File: config.mk
export PLATFORM = sky130hd
export DESIGN_NAME = mem_arbiter
export DESIGN_NICKNAME = d
export VERILOG_FILES = /design/src/rtl/mem_arbiter.sv
export SDC_FILE = /design/constraint.sdc
export NUM_CORES = 1
export LEC_CHECK = 0
export CAP_MARGIN = 25
export CORE_AREA = 2 2 129 100
export CTS_BUF_LIST = sky130_fd_sc_hd__clkbuf_2 sky130_fd_sc_hd__clkbuf_4 sky130_fd_sc_hd__clkbuf_8
export CTS_CLUSTER_SIZE = 24
export DETAILED_ROUTE_END_ITERATION = 12
export DIE_AREA = 0 0 131 102
export GPL_ROUTABILITY_DRIVEN = 0
export PLACE_DENSITY_LB_ADDON = 0.3
export SLEW_MARGIN = 10
export SYNTH_ARGS = -nofsm -noshare
export SYNTH_HDL_FRONTEND = slang
export SYNTH_SLANG_ARGS = --single-unit
File: constraint.sdc
create_clock -name clk -period 2.75 [get_ports clk]
set_clock_uncertainty 0.1 [all_clocks]
set_input_delay 0.55 -clock clk [delete_from_list [all_inputs] [get_ports clk]]
set_output_delay 0.55 -clock clk [all_outputs]
set_load 0.05 [all_outputs]
File: src/rtl/mem_arbiter.sv
// Round-robin arbiter sharing one single-port memory between instruction fetch
// and load/store. Each granted access holds mem_en for MEM_LAT cycles and then pulses done.
module mem_arbiter #(
    parameter int ADDR_W  = 32,
    parameter int DATA_W  = 32,
    parameter int MEM_LAT = 1
) (
    input  logic              clk,
    input  logic              rst,
    input  logic              if_req,
    input  logic [ADDR_W-1:0] if_addr,
    output logic [DATA_W-1:0] if_rdata,
    output logic              if_done,
    input  logic              d_req,
    input  logic              d_wr,
    input  logic [ADDR_W-1:0] d_addr,
    input  logic [DATA_W-1:0] d_wdata,
    output logic [DATA_W-1:0] d_rdata,
    output logic              d_done,
    output logic              mem_en,
    output logic              mem_wr,
    output logic [ADDR_W-1:0] mem_addr,
    output logic [DATA_W-1:0] mem_wdata,
    input  logic [DATA_W-1:0] mem_rdata,
    output logic              busy
);

    localparam int CNT_W = $clog2(MEM_LAT) + 1;

    typedef enum logic [1:0] {IDLE, BUSY_IF, BUSY_D} state_t;

    state_t            state, state_next;
    logic [CNT_W-1:0]  cnt, cnt_next;
    logic              last_grant, last_grant_next;
    logic              elig_if, elig_d;
    logic              grant_if, grant_d;
    logic              finish;

    logic              mem_en_next, mem_wr_next;
    logic [ADDR_W-1:0] mem_addr_next;
    logic [DATA_W-1:0] mem_wdata_next;
    logic [DATA_W-1:0] if_rdata_next, d_rdata_next;
    logic              if_done_next, d_done_next;

    always_ff @(posedge clk) begin
        if (!rst) begin
            state <= IDLE;
        end else begin
            state <= state_next;
        end
    end

    // A port whose done is high this cycle is masked: its requester has not yet dropped req.
    always_comb begin
        elig_if    = if_req & ~if_done;
        elig_d     = d_req & ~d_done;
        grant_if   = elig_if & (~elig_d | last_grant);
        grant_d    = elig_d & ~grant_if;
        finish     = (state != IDLE) && (cnt == '0);
        state_next = state;
        case (state)
            IDLE: begin
                if (grant_if) begin
                    state_next = BUSY_IF;
                end else if (grant_d) begin
                    state_next = BUSY_D;
                end
            end
            BUSY_IF, BUSY_D: begin
                if (finish) begin
                    state_next = IDLE;
                end
            end
            default: state_next = IDLE;
        endcase
    end

    always_comb begin
        cnt_next        = cnt;
        last_grant_next = last_grant;
        mem_en_next     = mem_en;
        mem_wr_next     = mem_wr;
        mem_addr_next   = mem_addr;
        mem_wdata_next  = mem_wdata;
        if_rdata_next   = if_rdata;
        d_rdata_next    = d_rdata;
        if_done_next    = 1'b0;
        d_done_next     = 1'b0;
        case (state)
            IDLE: begin
                if (grant_if) begin
                    cnt_next        = CNT_W'(MEM_LAT - 1);
                    last_grant_next = 1'b0;
                    mem_en_next     = 1'b1;
                    mem_wr_next     = 1'b0;
                    mem_addr_next   = if_addr;
                end else if (grant_d) begin
                    cnt_next        = CNT_W'(MEM_LAT - 1);
                    last_grant_next = 1'b1;
                    mem_en_next     = 1'b1;
                    mem_wr_next     = d_wr;
                    mem_addr_next   = d_addr;
                    mem_wdata_next  = d_wdata;
                end
            end
            BUSY_IF, BUSY_D: begin
                if (!finish) begin
                    cnt_next = cnt - CNT_W'(1);
                end else begin
                    mem_en_next = 1'b0;
                    mem_wr_next = 1'b0;
                    if (state == BUSY_IF) begin
                        if_done_next  = 1'b1;
                        if_rdata_next = mem_rdata;
                    end else begin
                        d_done_next = 1'b1;
                        if (!mem_wr) begin
                            d_rdata_next = mem_rdata;
                        end
                    end
                end
            end
            default: ;
        endcase
    end

    always_ff @(posedge clk) begin
        if (!rst) begin
            cnt        <= '0;
            last_grant <= 1'b1;
            mem_en     <= 1'b0;
            mem_wr     <= 1'b0;
            mem_addr   <= '0;
            mem_wdata  <= '0;
            if_rdata   <= '0;
            d_rdata    <= '0;
            if_done    <= 1'b0;
            d_done     <= 1'b0;
        end else begin
            cnt        <= cnt_next;
            last_grant <= last_grant_next;
            mem_en     <= mem_en_next;
            mem_wr     <= mem_wr_next;
            mem_addr   <= mem_addr_next;
            mem_wdata  <= mem_wdata_next;
            if_rdata   <= if_rdata_next;
            d_rdata    <= d_rdata_next;
            if_done    <= if_done_next;
            d_done     <= d_done_next;
        end
    end

    assign busy = (state != IDLE);

endmodule

==> results of run 1 <==
[cell type report]
class	instances	area, um^2	area share (%)
Clock inverter	14	174	2.07
Inverter	3	11.3	0.134
Clock buffer	17	234	2.78
Multi-Input combinational cell	453	2270	27.0
Sequential cell	136	2720	32.3
Timing Repair Buffer	277	2800	33.3
Tap cell	166	208	2.47
[cell usage in the layout, fill, tap and decap left out, drive strengths merged, types with 3 or more instances in the layout]
| master | Yosys | routed |
|---|---|---|
| and2 | 4 | 4 |
| inv | 3 | 6 |
| nand2 | 196 | 196 |
| clkbuf | 36 | 17 |
| clkinvlp | 0 | 4 |
| a21boi | 65 | 65 |
| clkinv | 0 | 4 |
| o21ai | 68 | 68 |
| a21oi | 65 | 65 |
| dfxtp | 136 | 136 |
| nand3 | 35 | 35 |
| buf | 17 | 13 |
| bufinv | 0 | 3 |
| clkdlybuf4s50 | 0 | 263 |
[through the flow]
stage | instances | setup slack, ps | area (um^2) | power [mW]
after global placement | 1035 | 522 | 8020 | 4.29
after detailed placement | 1035 | 466 | 8020 | 4.34
after floorplan | 645 | 881 | 5240 | 3.57
after CTS | 1066 | 264 | 8420 | 6.05
after global routing | 1066 | 192 | 8420 | 6.27
final | 1066 | 269 | 8420 | 6.00
[power by group]
group	internal, mW	switching (mW)
logic	0.724	1.28
clock network	0.899	0.804
registers	2.18	0.115
total	3.80	2.20
[cells by family after synthesis]
logic type,Yosys count,synth area share (%)
compound gates,206,23.3
fa+ha+maj,2,0.478
simple gates,245,19.4
flops,136,52.0
buf+inv,56,4.83
[critical path, cell delays in order, from the launching register on]
cell           delay (ps)
dfxtp_1               370
inv_1                  70
ha_1                  290
inv_1                 130
dlygate4sd2_1         560
[Yosys cell counts, drive strengths merged]
cell type	instances	area, um^2
o21a	2	15.0
nor3	1	16.3
nand2b	1	6.26
nand3	35	175
a21boi	65	488
ha	2	25.0
or3b	1	11.3
clkbuf	36	138
nand2	196	736
a21o	1	7.51
nor3b	1	7.51
o41ai	1	8.76
o2111ai	1	8.76
o32ai	2	17.5
nor2b	2	12.5
and2	4	25.0
nand3b	2	15.0
o31a	1	8.76
inv	3	11.3
buf	17	104
dfxtp	136	2720
nor2	1	3.75
and3	1	6.26
a21oi	65	325
o21ai	68	340
[state kept, by name, indices dropped and copies added (netlist names)]
register and flops:
d_rdata 32, state 2, if_rdata 32, mem_wr 1
last_grant 1, mem_en 1, cnt 1, if_done 1
mem_wdata 32, mem_addr 32, d_done 1
[worst max-delay path by stage]
stage,from,to,slack (ps),depth (start not counted)
6_report,state[0]$_SDFFE_PN0P_,busy,270,4
5_1_grt,state[0]$_SDFFE_PN0P_,busy,190,4
4_1_cts,state[0]$_SDFFE_PN0P_,busy,260,4
3_5_place_dp,state[0]$_SDFFE_PN0P_,busy,470,4
3_3_place_gp,state[0]$_SDFFE_PN0P_,busy,520,4
2_1_floorplan,state[0]$_SDFFE_PN0P_,d_rdata[10]$_SDFFE_PN0P_,880,6
[routing by layer]
| layer | track usage (%) | up-vias |
|---|---|---|
| li1 | - | 2648 |
| met1 | 26.5 | 2473 |
| met2 | 41.7 | 194 |
| met3 | 7.75 | 36 |
| met4 | 8.59 | 0 |
| met5 | 0 | - |
[timing repair]
item                       4_1_cts  5_1_grt
hold buffers                     0        0
setup endpoints to repair        1        0
resized for setup                1        0
==> out/qor.yml, run 1 <==
run_status:
  status: "complete, no violations"
timing:
  tightest_slew_ps: 601
  relSlewSlack_pct: 60.0
  fin_crit_ps: 2480
  max_freq_ghz: 0.403
  hold_viol_final: 0
  fin_tns_setup_ps: 0
  finalCritPeriodShare_pct: 90.2
  report.final.slew_viol_count: 0
  finalSetupViolCount: 0
  rsz0062_at_grt: "false"
  hold_ws_ps: 349
logic_synthesis:
  synth-seq-cells: 136
  synth_cell_types: 30
  ys_seq_area_share_pct: 52.0
  syn_area_per_cell_um2: 8.12
  synth_nets: 780
  syn_area_mm2: 0.00524
  synthCells: 645
  ys_warn_count: 0
critical_path:
  crit_path_end_kind: "output pin"
  cp_max_fo: 7
  cp.required_ps: 2100
  reg2reg_depth: 7
  rr_endpoint: "d_rdata[28]$_SDFFE_PN0P_"
  cp.arrival_ps: 1830
  reg2reg_slack_ps: 550
  critical_path_class: "reg -> out"
  critPathLaunchType: "flip-flop"
  rr_startpoint: "state[0]$_SDFFE_PN0P_"
min_path:
  hold_path_end: "d_rdata[31]$_SDFFE_PN0P_"
  worstHoldPathCells: 2
  hold_start: "d_rdata[31]$_SDFFE_PN0P_"
  hold_class: "reg -> reg"
clocking:
  postCtsSetupBuffers: 0
  htreeDepth: 4
  clock_path_buffers: 2
  cts-buffers-inserted: 17
  path_clk_slew_ps: 80
  clock_sinks: 136
  cts_tree: "built"
  cts_root_buf: "clkbuf_8"
  insertion_delay_ps: 420
floorplan:
  fp-row-count: 35
  fp.dieH_um: 102
  dieArea_mm2: 0.0134
  initial_core_util_pct: 43.5
  die_w_um: 131
  io-pin-count: 266
  core_area_mm2: 0.0120
grt:
  grt.overflow.total: 0
  grt_usage_pct: 23.5
  antenna_found_initial: 0
  grt_pass1_wl_um: 25000
  grt_pass1_vias: 5272
  grt_max_degree: 68
route:
  dr_total_vias: 5351
  wirelength_met1_um: 6570
  top_layer: "met4"
  drcViolationCount: 0
  routed_via_density: 5.02
  drtAntennaViolNets: 0
  wl_met2_um: 7960
  met3_wirelength_um: 1220
  drtPass1Iterations: 4
  drt_iter0_markers: 242
  routed_wl_um: 16200
  routedWlPerCell_um: 15.2
power_and_ir_drop:
  vdd_ir_drop_max_v: 0.000437
  p_leak_nw: 2.99
  power_density_mw_per_mm2: 713
run:
  maxCapViolations: 0
layout:
  final_core_utilization_pct: 69.9
  diodes: 0
  n_fill_cell: 948
  area_growth_pct: 60.9
  nets: 1023
  drive_gt1_share_pct: 5.44
placed_design:
  io_buffers: 265
  hpwl_um: 11200
(Power assumes the default switching activity.)
==> run 2, diff against run 1 <==
--- a/config.mk
+++ b/config.mk
@@ -12,7 +12,9 @@
 export DETAILED_ROUTE_END_ITERATION = 12
 export DIE_AREA = 0 0 131 102
 export GPL_ROUTABILITY_DRIVEN = 0
+export MAX_ROUTING_LAYER = met4
 export PLACE_DENSITY_LB_ADDON = 0.3
+export RECOVER_POWER = 50
 export SLEW_MARGIN = 10
 export SYNTH_ARGS = -nofsm -noshare
 export SYNTH_HDL_FRONTEND = slang
==> out/qor.yml, run 2 (synthesis results as in run 1) <==
placed_design:
  post-place-ws_ps: 466  # unchanged
  io_buffers: 265  # unchanged
  hpwl_um: 11200  # unchanged
  dp_cells: 1035  # unchanged
layout:
  n_fill_cell: 953  # +0.53%
  nets: 1023  # unchanged
  layout_common_cells: "233 x clkdlybuf4s50_1, 196 x nand2_1, 136 x dfxtp_1"
  drive_gt1_share_pct: 5.22  # -0.22 points
  diodes: 0  # unchanged
  area_growth_pct: 60.4
  final_common_cell: "clkdlybuf4s50_1"
  final_cells: 1066  # unchanged
clocking:
  cts-buffers-inserted: 17  # unchanged
  clock_sinks: 136  # unchanged
  cts_tree: "built"
  path_clk_slew_ps: 80  # about the same
  ctsHoldBuffers: 0  # unchanged
  cts_resized: 1  # unchanged
  cts_root_buf: "clkbuf_8"
  insertion_delay_ps: 430  # about the same
  htreeDepth: 4  # unchanged
  clock_path_buffers: 2  # unchanged
  postCtsSetupBuffers: 0  # unchanged
floorplan:
  die_w_um: 131  # unchanged
  initial_core_util_pct: 43.5  # unchanged
  fp.dieH_um: 102  # unchanged
  core_area_mm2: 0.0120  # unchanged
  fp-row-count: 35  # unchanged
  dieArea_mm2: 0.0134  # unchanged
  io-pin-count: 266  # unchanged
grt:
  grt_usage_pct: 24.2  # +0.75 points
  antenna_found_initial: 0  # unchanged
  grt_pass1_wl_um: 25000  # unchanged
  grt.overflow.total: 0  # unchanged
  grt_pass1_vias: 5284  # +0.23%
  grt_max_degree: 68  # unchanged
timing:
  tightest_slew_ps: 815  # +215 ps
  fin_tns_setup_ps: 0  # unchanged
  max_freq_ghz: 0.406  # +0.70%
  report.final.slew_viol_count: 0  # unchanged
  finalSetupViolCount: 0  # unchanged
  fin_crit_ps: 2460  # -17.2 ps
  relSlewSlack_pct: 45.6  # -14 points
  hold_viol_final: 0  # unchanged
  rsz0062_at_grt: "false"
  worst_slack_ps: 286  # +17.2 ps
  finalCritPeriodShare_pct: 89.6  # -0.63 points
critical_path:
  cp.arrival_ps: 1810  # -20 ps
  crit_path_end_kind: "output pin"
  cp.required_ps: 2100  # about the same
  cp_max_fo: 7  # unchanged
  reg2reg_slack_ps: 490  # -60 ps
  critical_path_class: "reg -> out"
  critPathLaunchType: "flip-flop"
run:
  maxCapViolations: 0  # unchanged
route:
  routed_wl_um: 16200  # about the same
  routed_via_density: 5.03  # +0.17%
  routedWlPerCell_um: 15.2  # about the same
  dr_total_vias: 5360  # +0.17%
  drcViolationCount: 0  # unchanged
  drtPass1Iterations: 4  # unchanged
  drt_iter0_markers: 247  # +2.1%
  drtAntennaViolNets: 0  # unchanged
power_and_ir_drop:
  p_leak_nw: 3.07  # +2.5%
  power_density_mw_per_mm2: 710  # -0.39%
  vdd_ir_drop_max_v: 0.000436  # -0.26%
min_path:
  hold_class: "reg -> reg"
run_status:
  status: "complete, no violations"
==> run 2: cell types whose count changed in the layout (fill, tap and decap cells not counted), moves of 2 or more <==
cell	delta
clkbuf_2	+3
and2_1	-3
and2_0	+3
dlygate4sd3_1	+30
buf_4	-2
clkdlybuf4s50_1	-30
==> run 2: path summary, 6_finish.rpt <==
check | startpoint | to | depth (start not counted)
worst min-delay path | d_rdata[31]$_SDFFE_PN0P_ | d_rdata[31]$_SDFFE_PN0P_ | 2
worst max register to register | state[0]$_SDFFE_PN0P_ | if_rdata[18]$_SDFFE_PN0P_ | 6
worst max-delay path | state[0]$_SDFFE_PN0P_ | busy | 4
worst min register to register | d_rdata[31]$_SDFFE_PN0P_ | d_rdata[31]$_SDFFE_PN0P_ | 2
==> run 2: per-layer routing <==
layer | track usage, % | up-vias | routed length [um]
li1 | - | 2648 | -
met1 | 27.1 | 2479 | 6640
met2 | 41.8 | 200 | 8040
met3 | 6.60 | 33 | 1090
met4 | 8.59 | 0 | 395
met5 | - | - | 0
==> run 2: worst max-delay path, stage by stage, from the launching register on <==
cell,delay (ps)
dfxtp_1,370
inv_1,70
ha_1,270
inv_1,120
dlygate4sd2_1,560
==> run 2: per-stage QoR <==
stage	area, um^2	total power, mW	hold slack [ps]	util, %
floorplan	5240	3.57	386	-
detailed placement	8020	4.34	339	66.6
CTS	8420	6.05	352	69.9
finish	8400	5.96	347	69.7
global placement	8020	4.29	337	66.6
global route	8400	6.23	377	69.7
==> run 2: area by class of cell <==
cell class	instances	area, um^2	area share [%]
repair buffers	277	2780	33.1
flip-flops and latches	136	2720	32.4
multi-input cells	453	2260	27.0
clock buffers	17	234	2.79
well taps	166	208	2.47
clock inverters	14	174	2.07
inverters	3	11.3	0.134
==> run 2: power breakdown <==
group          total [mW]  switching, mW  internal [mW]
Combinational        1.97           1.28          0.690
Sequential           2.29          0.113           2.18
Clock                1.70          0.804          0.899
